[config.mk]
export PLATFORM = sky130hd
export DESIGN_NAME = rx_access_code_corr
export DESIGN_NICKNAME = d
export VERILOG_FILES = /design/src/rtl/rx_access_code_corr.sv
export SDC_FILE = /design/constraint.sdc
export NUM_CORES = 1
export LEC_CHECK = 0
export CAP_MARGIN = 20
export CORE_ASPECT_RATIO = 1.5
export CORE_UTILIZATION = 34
export DETAILED_ROUTE_END_ITERATION = 12
export PLACE_DENSITY = 0.54
export RECOVER_POWER = 25
export SYNTH_ARGS = -nofsm -noshare
export SYNTH_HDL_FRONTEND = slang
export SYNTH_SLANG_ARGS = --single-unit
export TNS_END_PERCENT = 10
[constraint.sdc]
create_clock -name clk_6M -period 7.8 [get_ports clk_6M]
set_input_delay 1.17 -clock clk_6M [delete_from_list [all_inputs] [get_ports clk_6M]]
set_output_delay 1.17 -clock clk_6M [all_outputs]
set_load 0.005 [all_outputs]
[src/rtl/rx_access_code_corr.sv]
// rx_access_code_corr: sliding access-code correlator with search window, trailer and header timing.
// Build option: define ACCORR_PEAK_HOLD_EN to hold a threshold hit for one bit and keep the better peak.
module rx_access_code_corr #(
  parameter int SW_W  = 64,
  parameter int WIN_W = 10
) (
  input  logic             clk_6M,
  input  logic             rstz,
  input  logic             p_1us,
  input  logic             rxbit,
  input  logic             corr_en,
  input  logic [SW_W-1:0]  regi_syncword,
  input  logic [6:0]       regi_corr_thresh,
  input  logic [WIN_W-1:0] regi_win_us,
  output logic [6:0]       corr_score,
  output logic             sync_det_p,
  output logic             rx_trailer_st_p,
  output logic             rx_header_st_p,
  output logic             search_timeout_p,
  output logic             corr_busy
);

  // state   | meaning
  // IDLE    | disarmed; arming clears shift register, fill and window count
  // SEARCH  | shifting bits, looking for a threshold hit inside the window
  // PEAK    | (peak-hold build) hit held for one bit to see if the next is better
  // TRAILER | sync found; counting the 4 trailer bits
  // DONE    | detection or timeout reported; waits for corr_en to drop
  typedef enum logic [2:0] {
    IDLE    = 3'd0,
    SEARCH  = 3'd1,
`ifdef ACCORR_PEAK_HOLD_EN
    PEAK    = 3'd2,
`endif
    TRAILER = 3'd3,
    DONE    = 3'd4
  } state_t;

  localparam logic [6:0] FULL = 7'(SW_W);

  state_t            state;
  logic [SW_W-1:0]   shreg;
  logic [SW_W-1:0]   shreg_nx;
  logic [SW_W-1:0]   diff;
  logic [6:0]        mism;
  logic [6:0]        score_nx;
  logic [6:0]        fill;
  logic [WIN_W-1:0]  win_cnt;
  logic [1:0]        trl_cnt;
  logic              eval_q;
  logic              in_search;
  logic              shift_en;
  logic              fill_full;
  logic              thr_hit;
  logic              win_end;
`ifdef ACCORR_PEAK_HOLD_EN
  logic [6:0]        peak_score;
`endif

  assign shreg_nx = {rxbit, shreg[SW_W-1:1]};
  assign diff     = shreg_nx ^ regi_syncword;

  always_comb begin
    mism = '0;
    for (int i = 0; i < SW_W; i++) begin
      mism = mism + {6'd0, diff[i]};
    end
    score_nx = FULL - mism;
  end

`ifdef ACCORR_PEAK_HOLD_EN
  assign in_search = (state == SEARCH) || (state == PEAK);
`else
  assign in_search = (state == SEARCH);
`endif

  assign shift_en  = p_1us && corr_en && in_search;
  assign fill_full = (fill == FULL);
  // eval_q marks the clock where the freshly registered score is judged
  assign thr_hit   = eval_q && fill_full && (corr_score >= regi_corr_thresh);
  assign win_end   = eval_q && (win_cnt >= regi_win_us);

  always_ff @(posedge clk_6M) begin
    if (rstz) begin
      state            <= IDLE;
      shreg            <= '0;
      fill             <= '0;
      win_cnt          <= '0;
      trl_cnt          <= '0;
      eval_q           <= 1'b0;
      corr_score       <= '0;
      sync_det_p       <= 1'b0;
      rx_trailer_st_p  <= 1'b0;
      rx_header_st_p   <= 1'b0;
      search_timeout_p <= 1'b0;
      corr_busy        <= 1'b0;
`ifdef ACCORR_PEAK_HOLD_EN
      peak_score       <= '0;
`endif
    end else begin
      sync_det_p       <= 1'b0;
      rx_trailer_st_p  <= 1'b0;
      rx_header_st_p   <= 1'b0;
      search_timeout_p <= 1'b0;
      eval_q           <= 1'b0;

      if (shift_en) begin
        shreg      <= shreg_nx;
        corr_score <= score_nx;
        eval_q     <= 1'b1;
        if (!fill_full) fill <= fill + 7'd1;
        if (win_cnt < regi_win_us) win_cnt <= win_cnt + WIN_W'(1);
      end

      if (!corr_en) begin
        state     <= IDLE;
        corr_busy <= 1'b0;
      end else begin
        case (state)
          IDLE: begin
            shreg     <= '0;
            fill      <= '0;
            win_cnt   <= '0;
            trl_cnt   <= '0;
            state     <= SEARCH;
            corr_busy <= 1'b1;
          end
          SEARCH: begin
            if (thr_hit) begin
`ifdef ACCORR_PEAK_HOLD_EN
              peak_score <= corr_score;
              state      <= PEAK;
`else
              sync_det_p      <= 1'b1;
              rx_trailer_st_p <= 1'b1;
              trl_cnt         <= 2'd0;
              state           <= TRAILER;
`endif
            end else if (win_end) begin
              search_timeout_p <= 1'b1;
              state            <= DONE;
              corr_busy        <= 1'b0;
            end
          end
`ifdef ACCORR_PEAK_HOLD_EN
          PEAK: begin
            if (eval_q) begin
              sync_det_p      <= 1'b1;
              rx_trailer_st_p <= 1'b1;
              // keeping the held bit means one trailer bit is already behind us
              trl_cnt         <= (corr_score > peak_score) ? 2'd0 : 2'd1;
              state           <= TRAILER;
            end
          end
`endif
          TRAILER: begin
            if (p_1us) begin
              if (trl_cnt == 2'd3) begin
                rx_header_st_p <= 1'b1;
                state          <= DONE;
                corr_busy      <= 1'b0;
              end else begin
                trl_cnt <= trl_cnt + 2'd1;
              end
            end
          end
          DONE: begin
            corr_busy <= 1'b0;
          end
          default: begin
            state     <= IDLE;
            corr_busy <= 1'b0;
          end
        endcase
      end
    end
  end

endmodule
* Word-level counts from Yosys, hierarchy flattened
Index checks and enable logic that the tools add are counted.
Word-level totals: register bits after elaboration 98, logic and storage cells 142
Cells by class: $add $sub $neg 67, order comparisons 3, equality and inequality tests 12, multiplexer cells 29, bitwise gates (word level) 6, reduce and logical (&&, ||, !) cells 14
Operator list (number):
- adder 7 x 1 -> 7 bit | 57
- 2-to-1 mux 64 bit | 3
- bitwise XOR 64 bit | 1
- 2-to-1 mux 10 bit | 4
- 2-to-1 mux 7 bit | 4
- 2-to-1 mux 3 bit | 4
- one-hot mux 3 bit (4 select lines) | 1
- adder 10 x 1 -> 10 bit (second input constant) | 1
- greater-or-equal comparator 10 bit | 1
- less-than comparator 10 bit | 1
- 2-to-1 mux 1 bit | 8
- inequality test 2 bit (second input constant) | 4
- AND reduction 4 bit | 2
- OR reduction 4 bit | 2
- adder 6 x 1 -> 7 bit | 1
- adder 7 x 1 -> 7 bit (second input constant) | 1
- equality test 7 bit (second input constant) | 1
- greater-or-equal comparator 7 bit | 1
- subtractor 7 bit (first input constant) | 1
- adder 5 x 1 -> 6 bit | 1
- 2-to-1 mux 2 bit | 3
- one-hot mux 2 bit (3 select lines) | 1
- adder 4 x 1 -> 5 bit | 1
- logical AND 1 bit | 5
- other kinds (17) | 22

* Logic depth before layout (Yosys ltp)
word-level depth 65, mapped depth 25, gate-level depth less buffers 25

* Least setup slack after synthesis
Ideal clock, no wire load.
path kind input to register, from input regi_syncword[31], to register corr_score[6], arrival 6836 ps, slack 878 ps, cell stages on the path 22, cells stage by stage xor2_1 fa_1 inv_1 ha_1 fa_1 inv_1 fa_1 fa_1 inv_1 fa_1 fa_1 inv_1 fa_1 fa_1 ha_1 inv_1 ha_1 o21ai_0 o21bai_1 a21oi_1 xnor2_1 a211oi_1
Between the ends: cells in the longest elaborated chain, start to end 35
Ends and longest elaborated chain:
- start, declared | line 12 | input logic [SW_W-1:0] regi_syncword,
- bitwise XOR 64 bit | line 61 | assign diff = shreg_nx ^ regi_syncword;
- adder 7 x 1 -> 7 bit (33 in a row) | line 66 | mism = mism + {6'd0, diff[i]};
- subtractor 7 bit | line 68 | score_nx = FULL - mism;
- end signal, assigned | line 109 | corr_score <= score_nx;
- end, declared | line 15 | output logic [6:0] corr_score,
Every way passes these cells. A chain may end at the register's enable or synchronous reset.

* Worst setup path after layout
Ends and elaborated chain as after synthesis.

==> flow_metrics.tcl <==
set metrics [dict create \
    final_layout_size_suffix_gt1_share_pct 2.587 \
    outcome "completed" \
    dr_total_vias 5303 \
    crit_chain "clkdlybuf4s50_1 -> xor2_1 -> fa_1 -> inv_1 -> ha_1 -> fa_1 -> inv_1 -> fa_1 -> fa_1 -> inv_1 -> fa_1 -> fa_1 -> inv_1 -> fa_1 -> fa_1 -> ha_1 -> inv_1 -> ha_1 -> o21ai_0 -> o21bai_1 -> a21oi_1 -> xnor2_1 -> a211oi_1" \
    io_buffers 97 \
    crit_path_end_kind "flip-flop" \
    tns_ns 0 \
    clockBufferDepth 2 \
    drc 0 \
    start_kind "input pin" \
    antenna_found_initial 0 \
    finalSetupViolCount 0 \
    fmax_mhz 137.5 \
    rsz0062_at_grt "false" \
    ys_seq_area_share_pct 27.83 \
    postSynthCellCount 802 \
    die_h_um 177.5 \
    drt_first_iter_violations 201 \
    synthArstFlopShare_pct 0 \
    clk_pin_slew_ns 0.07 \
    cpPeakStageDelay_ns 0.56 \
    wl_um 14340 \
    yosysWarnings 0 \
    grt_pass1_wl_um 25080 \
    hpwlAfterDp_um 11220 \
    worst_pin_slew_ns 0.8614 \
    top_usage_layer "met2" \
    cts_root_buffer "clkbuf_16" \
    required_ns 8.05 \
    maxSlewHeadroom_pct 42.57 \
    boundaryPins 98 \
    final_common_cell "nand2_1" \
    hp-class "reg2reg" \
    worstReg2RegStart "shreg[32]" \
    hold_violations 0 \
    layout.nets 1107 \
    fill_cells 2041 \
    chipWidth_um 119.0 \
    cts_resized 0 \
    grt_pass1_vias 5479 \
    final_cell_mix "nand2_1, inv_1, dfxtp_1, a21oi_1" \
    ant_nets 0 \
    start_util_pct 34.99 \
    synth_nets 1023 \
    use_met2_pct 28.53 \
    vias_per_cell 4.615 \
    skew_ns 0.006594 \
    synth_edf_count 0 \
    post_synth_num_cell_types 47 \
    overflow 0 \
    synth_seq_cells 97 \
    firstDrtPassIters 4 \
    critPathLaunch "regi_syncword[31]" \
    path_common_cell "fa_1" \
    core_area_sq_mm 0.01994 \
    wire_per_inst_um 12.48 \
    arrival_ns 7.52 \
    hold_buffers 0 \
    cts_tree "yes" \
    path_class "in2reg" \
    synthToLayoutAreaGrowth_pct 21.46 \
    met1_usage_pct 16.49 \
    grt_usage_pct 14.82 \
    grt_max_degree 78 \
    globalplace.congestion 0.7979 \
    syn_area_sq_mm 0.006978 \
    rows 63 \
    layout_min_cycle_time_ns 7.272 \
    critPathMaxFanout 4 \
    cts_buffers 9 \
    syn_avg_cell_area_sq_um 8.701 \
    cts_setup_buffers 0 \
    post-route-period-util_pct 93.23 \
    hp-start "shreg[16]" \
    clock-sinks 97 \
    dieArea_sq_mm 0.02111 \
    finalMaxSlewViolations 0 \
    yosys_most_used_dff "dfxtp_1" \
    maxCapViolCount 0 \
    clk-insertion-delay-late_ns 0.35 \
    grt_use_met3_pct 2.314 \
    antenna_cells 0 \
    crit_path_top_delay_cell "fa_1" \
    htree_levels 3 \
]
layout make-up:
| cell class | instances | area (sq um) | share of cell area (%) |
|---|---|---|---|
| Clock buffer | 11 | 232.7 | 2.746 |
| Timing Repair Buffer | 100 | 991.0 | 11.69 |
| Clock inverter | 3 | 67.56 | 0.7972 |
| Inverter | 121 | 454.2 | 5.359 |
| Sequential cell | 97 | 1942 | 22.91 |
| Multi-Input combinational cell | 557 | 4463 | 52.66 |
| Tap cell | 260 | 325.3 | 3.838 |
through the flow:
stage / area (sq um) / setup slack (ns) / util (%) / instances / hold WS [ns]
floorplan: 6978 / 0.8783 / - / 802 / 0.4496
global placement: 8182 / 0.1444 / 41.03 / 1134 / 0.4645
detailed placement: 8182 / 0.09812 / 41.03 / 1134 / 0.4693
CTS: 8482 / 0.4557 / 42.53 / 1148 / 0.4795
global route: 8476 / 0.1044 / 42.50 / 1149 / 0.4927
finish: 8476 / 0.5279 / 42.50 / 1149 / 0.4764
cells in the mapped netlist, types with 3 or more instances:
| library cell | n | area (sq um) |
|---|---|---|
| a211oi_1 | 6 | 45.04 |
| a21o_1 | 4 | 30.03 |
| a21oi_1 | 85 | 425.4 |
| a31o_2 | 3 | 26.28 |
| and2_1 | 5 | 31.28 |
| and3_1 | 3 | 18.77 |
| and4_1 | 4 | 35.03 |
| buf_2 | 7 | 35.03 |
| clkbuf_1 | 18 | 67.56 |
| dfxtp_1 | 97 | 1942 |
| fa_1 | 53 | 1061 |
| ha_1 | 82 | 1026 |
| inv_1 | 121 | 454.2 |
| nand2_1 | 150 | 563.0 |
| nand3_1 | 3 | 15.01 |
| nand4_1 | 6 | 37.54 |
| nor2_1 | 24 | 90.09 |
| nor2b_1 | 4 | 25.02 |
| nor3_1 | 3 | 15.01 |
| o21ai_0 | 9 | 45.04 |
| o31ai_1 | 3 | 22.52 |
| or3_1 | 4 | 25.02 |
| or4_1 | 3 | 22.52 |
| xnor2_1 | 39 | 341.6 |
| xor2_1 | 36 | 315.3 |
state kept, by name, indices dropped and copies added (netlist names):
signal	flops
corr_busy	1
corr_score	7
eval_q	1
fill	7
rx_header_st_p	1
rx_trailer_st_p	1
search_timeout_p	1
shreg	63
state	3
trl_cnt	2
win_cnt	10
layer usage:
layer,up-vias,wire [um]
met1,2496,5944
met5,-,0
met3,9,369
met2,63,7851
met4,0,178
li1,2735,-
critical path: cells and delay by family:
family	cells	cell delay [ns]
compound gates	4	0.73
xor+xnor	2	0.28
fa+ha+maj	11	4.68
buf+inv	6	0.69
cell families (layout without fill, tap and decap cells):
family / Yosys count / in the layout / share of synthesized area, %
buf+inv: 148 / 235 / 8.248
xor+xnor: 75 / 75 / 9.414
fa+ha+maj: 135 / 135 / 29.91
compound gates: 131 / 131 / 11.10
simple gates: 215 / 215 / 13.36
flops: 97 / 97 / 27.83
mux: 1 / 1 / 0.1435
path summary, 6_finish.rpt:
| kind | endpoint | slack [ns] | depth (start not counted) |
|---|---|---|---|
| min | shreg[15] | 0.48 | 2 |
| max | corr_score[6] | 0.53 | 23 |
| max reg2reg | corr_score[6] | 1.46 | 22 |
| min reg2reg | shreg[15] | 0.48 | 2 |
Power is not shown: default switching activity piles up to over one toggle a cycle in this logic, so the estimate is an artifact.
==> patch 1, RTL diff (config.mk and constraints unchanged) <==
Change the parameter `SW_W` from 64 to 128.
--- a/src/rtl/rx_access_code_corr.sv
+++ b/src/rtl/rx_access_code_corr.sv
@@ -1,7 +1,7 @@
 // rx_access_code_corr: sliding access-code correlator with search window, trailer and header timing.
 // Build option: define ACCORR_PEAK_HOLD_EN to hold a threshold hit for one bit and keep the better peak.
 module rx_access_code_corr #(
-  parameter int SW_W  = 64,
+  parameter int SW_W  = 128,
   parameter int WIN_W = 10
 ) (
   input  logic             clk_6M,
Ports: changed (resized regi_syncword); port bits go from 98 to 162. No check against the original RTL was run, so the function may have changed too.
==> patch 1 against the original RTL <==
Sequential cell count is 64 higher. Area after synthesis is 69% higher. Critical path type unchanged. Cell area is 76% higher. Worst setup slack worse by 260 ps. Routed wire length is 82% higher. The run now ends with max-capacitance violations, max-slew violations left. Clock skew is 4.3 ps higher.
Power is not shown: default switching activity piles up to over one toggle a cycle in this logic, so the estimate is an artifact.
==> patch 1: results (changes against the original RTL) <==
[status]
status = finished with violations
violations = max-capacitance violations, max-slew violations

[placed_design]
dp_hpwl_mm = 20.10  ; +79%
place.gp.congestion = 0.7940  ; -0.49%
port_buffers = 161  ; +66%

[global_routing]
grtUsageMet2_pct = 28.32  ; -0.21 points
grt_pass1_vias = 8850  ; +62%
grtUsageTotal_pct = 15.55  ; +0.73 points
grt_first_pass_wirelength_mm = 43.13  ; +72%
grt_max_degree = 77  ; -1.3%

[synth]
synthAdderAreaFrac_pct = 33.88  ; +4.0 points
syn-num-nets = 1728  ; +69%
synth_commonest_cells = 288 x nand2_1, 186 x inv_1, 161 x dfxtp_1, 149 x a21oi_1, 136 x ha_1
synth_xor_area_share_pct = 10.60  ; +1.2 points
yosysUniqueCellTypes = 40  ; -15%
ys_top_cells_by_area = dfxtp_1 27%, fa_1 19%, ha_1 14%
yosysSeqAreaShare_pct = 27.28  ; -0.55 points

[cells_and_area]
fin_nets = 1866  ; +69%
nClkBuffers = 23  ; +12
multi_input_area_share_pct = 54.33  ; +1.7 points
clock_area_share_pct = 3.973  ; +0.43 points
reg_top3 = shreg x127, win_cnt x10
nFlopsAndLatches = 161  ; +66%
multi_input_comb_cells = 932  ; +67%
drive_gt1_share_pct = 7.984  ; +5.4 points

[drt]
met3_length_um = 935  ; +150%
drtIter0Drc = 224  ; +11%
drt-met1-wl_mm = 10.73  ; +81%
via_count = 8699  ; +64%
met2_length_mm = 13.86  ; +77%

[clocking]
h-tree-depth = 4  ; +1
clkLatencyLatePin_ps = 450  ; +100 ps
cts_buffers = 17  ; +8

[timing]
finClkSkew_ps = 10.92  ; +4.323 ps
final_max_slew_viol_count = 67  ; +67
worst-slew-pin-transition_ps = 2312  ; +1451 ps

[min_path]
hp-start = shreg[1]$_SDFF_PP0_
min_to = shreg[1]$_SDFF_PP0_

[setup_path]
crit_fanout = 2  ; -2
r2r-start = shreg[7]$_SDFF_PP0_
reg2reg_depth = 26  ; +18%

[job]
cap_violations = 1  ; +1

[patch 1: cell count changes after synthesis, moves of 5 or more]
cell      change
a21oi_1      +64
dfxtp_1      +64
clkbuf_1     +29
nand2_1     +138
nor3_1        +5
inv_1        +65
xor2_1       +18
xnor2_1      +50
ha_1         +54
buf_2         -7
fa_1         +62
[patch 1: stage by stage]
| step | hold slack, ps | TNS [ps] | instance area, um2 | std cells | setup WS (ps) |
|---|---|---|---|---|---|
| global placement | 457.4 | -1768 | 13830 | 1871 | -605.9 |
| detailed placement | 461.6 | -1985 | 13830 | 1871 | -651.2 |
| CTS | 470.0 | 0 | 14450 | 1903 | 33.66 |
| global route | 493.5 | -2.130 | 14930 | 1903 | -2.130 |
| floorplan | 433.8 | 0 | 11820 | 1327 | 97.21 |
| finish | 464.9 | 0 | 14930 | 1903 | 263.5 |
[patch 1: worst min-delay path: cells and delay by family, from the launching register on]
kind             cells  cell delay [ps]
AO/OA/AOI/OAI        1               50
flip-flops           1              310
AND/OR/NAND/NOR      1               50
==> patch 2, RTL diff (config.mk and constraints unchanged) <==
Made on the original files. The 4 states of `state_t` get a Gray code encoding in 2 bits.
--- a/src/rtl/rx_access_code_corr.sv
+++ b/src/rtl/rx_access_code_corr.sv
@@ -26,14 +26,14 @@
   // PEAK    | (peak-hold build) hit held for one bit to see if the next is better
   // TRAILER | sync found; counting the 4 trailer bits
   // DONE    | detection or timeout reported; waits for corr_en to drop
-  typedef enum logic [2:0] {
-    IDLE    = 3'd0,
-    SEARCH  = 3'd1,
+  typedef enum logic [1:0] {
+    IDLE    = 2'b00,
+    SEARCH  = 2'b01,
 `ifdef ACCORR_PEAK_HOLD_EN
     PEAK    = 3'd2,
 `endif
-    TRAILER = 3'd3,
-    DONE    = 3'd4
+    TRAILER = 2'b11,
+    DONE    = 2'b10
   } state_t;
 
   localparam logic [6:0] FULL = 7'(SW_W);
Formal check against the unedited RTL: same outputs for any inputs over 4 cycles, from zero or initial values and one cycle with rstz high; so few cycles prove little.
==> patch 2 against the original RTL <==
The flow now finishes with violations (max-capacitance violations, max-slew violations). Critical path type unchanged. Cell count shrank 0.52%. Sequential cell count fell by 1. Largest cell class unchanged. Area after synthesis fell by 0.11%. Critical path depth did not move. Die area decreased by 0.10%. Worst setup slack improved by 25 ps. Via count is 0.49% lower. Routed wire length grew 2.6%. Non-clock buffer count increased by 1. Fmax up 0.35%. Count of clock-buffer cells in the layout stayed put. Cell area shrank 0.52%.
Power is not shown: default switching activity piles up to over one toggle a cycle in this logic, so the estimate is an artifact.
==> patch 2: results (changes against the original RTL) <==
[setup_path]
worstPathArrival_ps = 7510  ; about the same
r2r_slack_ps = 1480  ; +20 ps

[synth]
ys_warn_count = 0  ; unchanged
yosysSeqAreaShare_pct = 27.57  ; -0.26 points
synth_commonest_cells = 154 x nand2_1, 119 x inv_1, 96 x dfxtp_1, 84 x a21oi_1, 82 x ha_1
syn-num-nets = 1018  ; -0.49%

[timing]
final_max_slew_viol_count = 72  ; +72
hold_ws_ps = 475.6  ; -0.8560 ps
finClkSkew_ps = 11.68  ; +5.081 ps
worst-slew-pin-transition_ps = 3315  ; +2454 ps

[cells_and_area]
fin_nets = 1100  ; -0.63%
fillCellCount = 2058  ; +0.83%
drive_gt1_share_pct = 3.058  ; +0.47 points

[drt]
via_count = 5277  ; -0.49%
drtIter0Drc = 181  ; -10%
avgRoutedWirePerCell_um = 12.87  ; +3.1%

[global_routing]
grt_first_pass_wirelength_mm = 24.46  ; -2.5%
grtUsageTotal_pct = 14.80  ; -0.023 points
grt_max_degree = 79  ; +1.3%

[status]
violations = max-capacitance violations, max-slew violations
status = finished with violations

[job]
cap_violations = 1  ; +1

[min_path]
min_to = shreg[1]$_SDFF_PP0_

[placed_design]
dp_hpwl_mm = 11.38  ; +1.4%
place.gp.congestion = 0.7464  ; -6.5%
post-place-ws_ps = 179.6  ; +81.47 ps

==> patch 2: worst max-delay path: stages <==
cell             delay, ps
clkdlybuf4s50_1        410
xor2_1                 180
fa_1                   540
inv_1                   50
ha_1                   210
fa_1                   380
inv_1                   80
fa_1                   420
fa_1                   560
inv_1                   60
fa_1                   410
fa_1                   540
inv_1                   50
fa_1                   460
fa_1                   500
ha_1                   290
inv_1                   40
ha_1                   330
o21ai_0                230
o21bai_1                90
a21oi_1                190
xnor2_1                100
a211oi_1               210
==> patch 2: metrics by stage <==
stage / cells / instance area [um2]
finish: 1143 / 8432
global placement: 1128 / 8163
CTS: 1143 / 8436
global route: 1143 / 8432
floorplan: 797 / 6970
detailed placement: 1128 / 8163
==> patch 2: metal layers <==
metal  vias up  share of wire, %  GRT usage, %
met1      2485                40         15.43
met2        63                56         29.24
met5         -                 0             0
met4         0               1.4         4.905
li1       2718                 -             -
met3        11               2.6         2.731
==> patch 2: final cells by class <==
cell class	count	share of cell area (%)
clock inverter	4	0.3561
inverter	119	5.298
multi-input combinational	552	52.99
timing repair buffer	101	11.83
tap	260	3.858
sequential	96	22.79
clock buffer	11	2.879
==> patch 2: logic make-up after synthesis <==
family                   after synthesis  synth area share, %
AO/OA/AOI/OAI                        126                10.72
XOR/XNOR                              72                9.047
adder cells (fa/ha/maj)              135                29.94
buffers and inverters                149                8.347
flip-flops                            96                27.57
multiplexers                           5               0.7360
AND/OR/NAND/NOR                      214                13.64
==> patch 2: worst max path at each step <==
stage | from | endpoint | slack (ps)
2_1_floorplan | regi_syncword[31] | corr_score[6]$_SDFFE_PP0P_ | 880
3_3_place_gp | regi_syncword[31] | corr_score[6]$_SDFFE_PP0P_ | 180
3_5_place_dp | regi_syncword[4] | corr_score[6]$_SDFFE_PP0P_ | 180
4_1_cts | regi_syncword[31] | corr_score[6]$_SDFFE_PP0P_ | 510
5_1_grt | regi_syncword[31] | corr_score[6]$_SDFFE_PP0P_ | 120
6_report | regi_syncword[31] | corr_score[6]$_SDFFE_PP0P_ | 550
